`src/rtl/pc_fetch_unit.sv`:
```
`default_nettype none
// ============================================================================
// pc_fetch_unit : PC register + one-outstanding-request instruction fetch FSM
// Optional: define FETCH_PERF_CNT_EN for fetch/redirect perf counters. Rev 1.0
// ============================================================================
module pc_fetch_unit #(
  parameter int                  WordSize    = 32,
  parameter logic [WordSize-1:0] ResetVector = 32'h0000_0000,
  parameter logic [WordSize-1:0] NopInstr    = 32'h0000_0013
) (
  input  logic                clk,
  input  logic                rstn,
  input  logic                redirect,
  input  logic [WordSize-1:0] redirect_addr,
  output logic                imem_req,
  output logic [WordSize-1:0] imem_addr,
  input  logic                imem_ack,
  input  logic [WordSize-1:0] imem_rdata,
  output logic                if_valid,
  input  logic                id_ready,
  output logic [WordSize-1:0] if_pc,
`ifdef FETCH_PERF_CNT_EN
  output logic [31:0]         perf_fetch_cnt,
  output logic [31:0]         perf_redirect_cnt,
`endif
  output logic [WordSize-1:0] if_instr
);

  typedef enum logic [1:0] {
    ST_IDLE  = 2'd0,
    ST_FETCH = 2'd1,
    ST_HOLD  = 2'd2,
    ST_KILL  = 2'd3
  } state_t;

  state_t              state;
  logic [WordSize-1:0] pc;
  logic [WordSize-1:0] req_addr;
  logic [WordSize-1:0] redir_pc;
  logic                unused_redirect_low;

  assign redir_pc            = {redirect_addr[WordSize-1:2], 2'b00};
  assign unused_redirect_low = ^redirect_addr[1:0];

  assign imem_req  = (state == ST_FETCH) || (state == ST_KILL);
  assign imem_addr = req_addr;

  always_ff @(posedge clk) begin
    if (!rstn) begin
      state    <= ST_IDLE;
      pc       <= ResetVector;
      req_addr <= ResetVector;
      if_valid <= 1'b0;
      if_pc    <= '0;
      if_instr <= NopInstr;
    end else begin
      if (redirect) begin
        pc <= redir_pc;
      end
      case (state)
        ST_IDLE: begin
          req_addr <= redirect ? redir_pc : pc;
          state    <= ST_FETCH;
        end
        ST_FETCH: begin
          // A redirect never moves an outstanding address; it waits it out in KILL.
          if (redirect) begin
            if (imem_ack) begin
              req_addr <= redir_pc;
            end else begin
              state <= ST_KILL;
            end
          end else if (imem_ack) begin
            if_instr <= imem_rdata;
            if_pc    <= req_addr;
            if_valid <= 1'b1;
            pc       <= req_addr + WordSize'(4);
            state    <= ST_HOLD;
          end
        end
        ST_HOLD: begin
          if (redirect) begin
            if_valid <= 1'b0;
            if_instr <= NopInstr;
            req_addr <= redir_pc;
            state    <= ST_FETCH;
          end else if (id_ready) begin
            if_valid <= 1'b0;
            req_addr <= pc;
            state    <= ST_FETCH;
          end
        end
        ST_KILL: begin
          if (imem_ack) begin
            req_addr <= redirect ? redir_pc : pc;
            state    <= ST_FETCH;
          end
        end
        default: state <= ST_IDLE;
      endcase
    end
  end

`ifdef FETCH_PERF_CNT_EN
  always_ff @(posedge clk) begin
    if (!rstn) begin
      perf_fetch_cnt    <= '0;
      perf_redirect_cnt <= '0;
    end else begin
      if (if_valid && id_ready && (perf_fetch_cnt != 32'hFFFF_FFFF)) begin
        perf_fetch_cnt <= perf_fetch_cnt + 32'd1;
      end
      if (redirect && (perf_redirect_cnt != 32'hFFFF_FFFF)) begin
        perf_redirect_cnt <= perf_redirect_cnt + 32'd1;
      end
    end
  end
`endif

endmodule
`default_nettype wire

```
`config.mk`:
```
export PLATFORM = sky130hd
export DESIGN_NAME = pc_fetch_unit
export DESIGN_NICKNAME = d
export VERILOG_FILES = /design/src/rtl/pc_fetch_unit.sv
export SDC_FILE = /design/constraint.sdc
export NUM_CORES = 1
export LEC_CHECK = 0
export CORE_MARGIN = 2
export CORE_UTILIZATION = 53
export CTS_BUF_LIST = sky130_fd_sc_hd__clkbuf_4 sky130_fd_sc_hd__clkbuf_8
export DETAILED_ROUTE_END_ITERATION = 7
export PLACE_DENSITY = 0.95
export REMOVE_ABC_BUFFERS = 1
export SLEW_MARGIN = 20
export SYNTH_ARGS = -nofsm -noshare
export SYNTH_HDL_FRONTEND = slang
export SYNTH_SLANG_ARGS = --single-unit
```
`constraint.sdc`:
```
create_clock -name clk -period 3.05 [get_ports clk]
set_clock_uncertainty 0.05 [all_clocks]
set_input_delay 0.305 -clock clk [delete_from_list [all_inputs] [get_ports clk]]
set_output_delay 0.305 -clock clk [all_outputs]
set_load 0.005 [all_outputs]
```
### After elaboration in Yosys (flattened, before gate mapping)

Cells that the tools add are included.

* $mul: 0
* shift operators: 0
* order comparisons: 0
* reductions and logical operators: 8
* divide/modulo/power cells: 0
* bitwise gates (word level): 1
* equality and inequality tests: 11
* mux-type cells: 26
* add/subtract/negate cells: 1

Operators with widths (number)
* 2-to-1 mux 32 bit: 12
* case mux 32 bit (4 select lines): 1
* case mux 32 bit (2 select lines): 1
* adder 32 x 3 -> 32 bit (second input constant): 1
* AND reduction 4 bit: 4
* 2-to-1 mux 2 bit: 6
* inequality test 2 bit (second input constant): 5
* inequality test 3 bit (second input constant): 3
* case mux 2 bit (4 select lines): 1
* == test 2 bit (second input constant): 2
* 2-to-1 mux 1 bit: 4
* AND reduction 3 bit: 1
* == test 2 x 1 -> 1 bit (second input constant): 1
* logical NOT 2 bit: 1
* case mux 1 bit (2 select lines): 1
* nonzero test 2 bit: 1
* logical OR 1 bit: 1
* NOT 1 bit: 1

* output and inout bits: 98
* memory bits (read-only): 0
* memory bits (writable): 0
* input port bits: 69
* bits in latches: 0
* memories: 0
* word-level logic and storage cells: 53
* bits in registers: 131

### Logic depth before layout (Yosys ltp)

* word-level depth: 4
* mapped depth: 7
* mapped depth without buffers: 5

### Worst setup path after synthesis

OpenSTA, ideal clock, no wires.

* path type: flip-flop to flip-flop
* start point: reg req_addr[3], in the netlist imem_addr[3]
* end point: reg pc[28]
* data arrival time: 1553 ps
* stages on the path, launching flop included: 6
* path buffers: 0
* path slack: 1373 ps
* setup time: 74 ps
* required time: 2926 ps
* clock period less this slack: 1677 ps
* cell sequence: dfxtp_1 > ha_1 > and3_2 > nand4_2 > or4_1 > a31oi_1

* cells in the longest elaborated chain, start to end: 4

RTL lines
* from (decl): line 38 `logic [WordSize-1:0] req_addr;`
* from (signal assigned): line 52 `req_addr <= ResetVector;`
* from (signal assigned): line 62 `req_addr <= redirect ? redir_pc : pc;`
* from (signal assigned): line 69 `req_addr <= redir_pc;`
* adder 32 x 3 -> 32 bit: line 77 `pc <= req_addr + WordSize'(4);`
* 2-to-1 mux 32 bit: line 73 `end else if (imem_ack) begin`
* 2-to-1 mux 32 bit: line 67 `if (redirect) begin`
* 2-to-1 mux 32 bit: line 60 `case (state)`
* to (signal assigned): line 51 `pc <= ResetVector;`
* to (signal assigned): line 58 `pc <= redir_pc;`
* to (signal assigned): line 77
* to (decl): line 37 `logic [WordSize-1:0] pc;`

Every way passes these cells.
A chain may end at the register's enable or synchronous reset.

### Worst setup path in the final report

* start point: reg state[0]
* end point: reg req_addr[5], in the netlist imem_addr[5]

* cells in the longest elaborated chain, start to end: 3
* elaborated cells between the ends (all ways): 10
* those cells by class: 7 x eq/ne; 1 x mux; 2 x reduce/logical

RTL lines
* from (decl): line 36 `state_t state;`
* from (signal assigned): line 50 `state <= ST_IDLE;`
* from (signal assigned): line 63 `state <= ST_FETCH;`
* from (signal assigned): line 71 `state <= ST_KILL;`
* == test 2 bit / == test 2 x 1 -> 1 bit (equally long branches): line 60
* inequality test 3 bit (no source line) / inequality test 2 bit (equally long branches)
* AND reduction 4 bit (no source line)

Parallel ways exist; a longest one is shown, timed or not.

==> flow_metrics.env <==
export IMPL_outcome="complete, no violations"
export IMPL_drc=0
export IMPL_routed_wl_um=17100
export IMPL_layout_common_cells="clkdlybuf4s50_1, dfxtp_1, nand2_1"
export IMPL_fill_cells=737
export IMPL_clockRootBuffer="clkbuf_8"
export IMPL_initial_core_util_pct=54.31
export IMPL_required_ps=3310
export IMPL_synth_distinct_cells=52
export IMPL_path_class="reg2reg"
export IMPL_cpPeakStageDelay_ps=640
export IMPL_setup_violations=0
export IMPL_grt_pass1_vias=5815
export IMPL_synth_top_family_by_area="compound AO/OA/AOI/OAI gates"
export IMPL_cts_hold_buf=0
export IMPL_ant_nets=0
export IMPL_dp_hpwl_um=11460
export IMPL_clock_sinks=131
export IMPL_rows=38
export IMPL_synth_edff_count=0
export IMPL_tritoncts="yes"
export IMPL_ff_latch_area_mm2=0.002623
export IMPL_critPathMaxFanout=58
export IMPL_final_area_mm2=0.007966
export IMPL_final_common_cell="clkdlybuf4s50_1"
export IMPL_hold_path_class="in2reg"
export IMPL_grt_max_degree=68
export IMPL_cpMaxStageDelayCell="dfxtp_1"
export IMPL_crit_buf_inv=1
export IMPL_slew_viol_final=0
export IMPL_syn_inst=698
export IMPL_final_util_pct=73.81
export IMPL_drv_cap=0
export IMPL_synth_seq_cells=131
export IMPL_drtIter0Drc=474
export IMPL_worst_pin_slew_ps=680.3
export IMPL_min_period_ps=2260
export IMPL_placed_cells=947
export IMPL_syn_area_mm2=0.005862
export IMPL_multiInputGateArea_mm2=0.002942
export IMPL_die_y_um=109.2
export IMPL_gp_congestion=0.7983
export IMPL_yosys_area_share_simple_pct=20.26
export IMPL_cts_buffers=17
export IMPL_die_w_um=109.2
export IMPL_dpl_worst_slack_ps=503.7
export IMPL_layout_nets=896
export IMPL_finalCritPeriodShare_pct=74.10
export IMPL_drive_gt1_share_pct=9.774
export IMPL_synth_seq_area_share_pct=44.74
export IMPL_num_io_pins=167
export IMPL_vias=5953
export IMPL_p_leak_nw=2.772
export IMPL_synth_xor_area_share_pct=1.942
export IMPL_ctsResizeCount=0
export IMPL_insertion_delay_ps=430
export IMPL_core_area_mm2=0.01079
export IMPL_avgViaCountPerCell=6.081
export IMPL_async_reset_ff_share_pct=0
export IMPL_final_cells=979
export IMPL_syn_area_per_cell_um2=8.398
export IMPL_fmax_mhz=442.5
export IMPL_startpoint_type="register"
export IMPL_die_area_mm2=0.01192
export IMPL_synth_compound_gate_area_share_pct=22.92
export IMPL_grt_antenna_before_repair=0
export IMPL_ys_warn_count=0
export IMPL_grt_use_total_pct=28.82
export IMPL_postCtsSetupRepairBufs=0
export IMPL_rsz0062_at_grt="false"
export IMPL_synthMuxAreaShare_pct=4.504
export IMPL_hold_viol_final=0
export IMPL_synth_top_area_share_pct=44.74
export IMPL_slew_headroom_pct=54.65
export IMPL_synthTopCellsByArea="dfxtp_1, nand2_1, o21ai_0"
export IMPL_drt_first_pass_iters=5
export IMPL_irDropWorstVdd_mv=0.3487
export IMPL_synth_fa_ha_area_share_pct=0.2134
export IMPL_path_delay_family="flip-flops"
export IMPL_clock_tree_buffer_depth=2
export IMPL_power_density_mw_per_mm2=529.7
export IMPL_cp_end_kind="register"
export IMPL_layout_setup_ws_ps=790.0
export IMPL_syn2layout_area_growth_pct=35.90
export IMPL_antenna_cells=0
export IMPL_worst_ep_arrival_time_ps=2520
export IMPL_h_tree_depth=4
export IMPL_clkTransAtPathRegs_ps=70
export IMPL_grt_pass1_wl_um=27110
export IMPL_tns_ps=0
export IMPL_synth_ff_type="dfxtp_1"
export IMPL_port_buffers=164
export IMPL_wl_per_cell_um=17.47
export IMPL_globalRouteOverflowTotal=0
export IMPL_synth_top_area_cell="dfxtp_1"
export IMPL_placed_area_mm2=0.007498
export IMPL_crit_chain="nor2b_1 -> a22oi_2 -> buf_4 -> nor2_1 -> a311oi_1"
-- worst register-to-register path: stages (launching register included) --
cell	delay, ps
dfxtp_1	640
nor2b_1	220
a22oi_2	200
buf_4	530
nor2_1	150
a311oi_1	350
-- state kept, by name, indices dropped and copies added, names as in the netlist --
name       cells
state          2
if_pc         32
imem_addr     32
pc            32
if_valid       1
if_instr      32
-- stage by stage --
stage / hold WS [ps] / power [mW]
6_report: 405.8 / 4.220
5_1_grt: 414.6 / 4.372
4_1_cts: 364.4 / 4.228
3_5_place_dp: 396.5 / 2.544
3_3_place_gp: 390.8 / 2.507
2_1_floorplan: 316.9 / 2.198
-- power by group --
part / total (mW) / switching, mW / internal, mW / leakage (nW)
registers: 1.93 / 0.121 / 1.81 / 1.07
logic: 0.592 / 0.277 / 0.314 / 1.47
clock network: 1.70 / 0.684 / 1.02 / 0.230
-- logic make-up after synthesis --
family / after synthesis
AOI/OAI and AO/OA: 210
and+or+nand+nor: 247
DFF: 131
muxes: 24
buffers and inverters: 72
xor gates and xnor gates: 13
adders and majority gates: 1
-- metal layers --
metal / vias to the layer above / GRT usage (%) / wire length, µm
met5: - / 0 / 11
met4: 2 / 11.81 / 463
met3: 48 / 9.683 / 1611
met2: 317 / 48.94 / 8407
met1: 2816 / 33.20 / 6606
li1: 2770 / - / -
-- cells in the mapped netlist (4+ instances only) --
library cell / count
inv_1: 5
mux2_2: 19
and4_1: 4
nor4_1: 4
or3_1: 5
or4_1: 5
xnor2_1: 6
xor2_1: 7
a311oi_1: 29
nor2b_1: 9
o31ai_1: 5
a211oi_1: 14
buf_2: 28
a31oi_1: 13
dfxtp_1: 131
a21oi_1: 46
mux2i_1: 5
clkbuf_1: 31
nand3_1: 11
nor2_1: 65
buf_1: 5
nand4_1: 13
nand2_1: 112
o21ai_0: 58
a22oi_1: 31
-- final cells by class --
class | instances | area share [%]
clock inverters | 12 | 2.576
clock buffers | 20 | 3.298
flip-flops and latches | 131 | 32.92
repair buffers | 176 | 21.83
multi-input cells | 495 | 36.92
well taps | 140 | 2.199
inverters | 5 | 0.2513
-- worst paths after layout --
kind | from | to | slack [ps] | depth (start not counted)
worst min-delay path | redirect | state[0] | 410 | 2
worst max register to register | state[0] | imem_addr[5] | 790 | 5
worst max-delay path | state[0] | imem_addr[5] | 790 | 5
worst min register to register | if_pc[19] | if_pc[19] | 410 | 2
No activity file was read; power rests on OpenSTA's default activity.
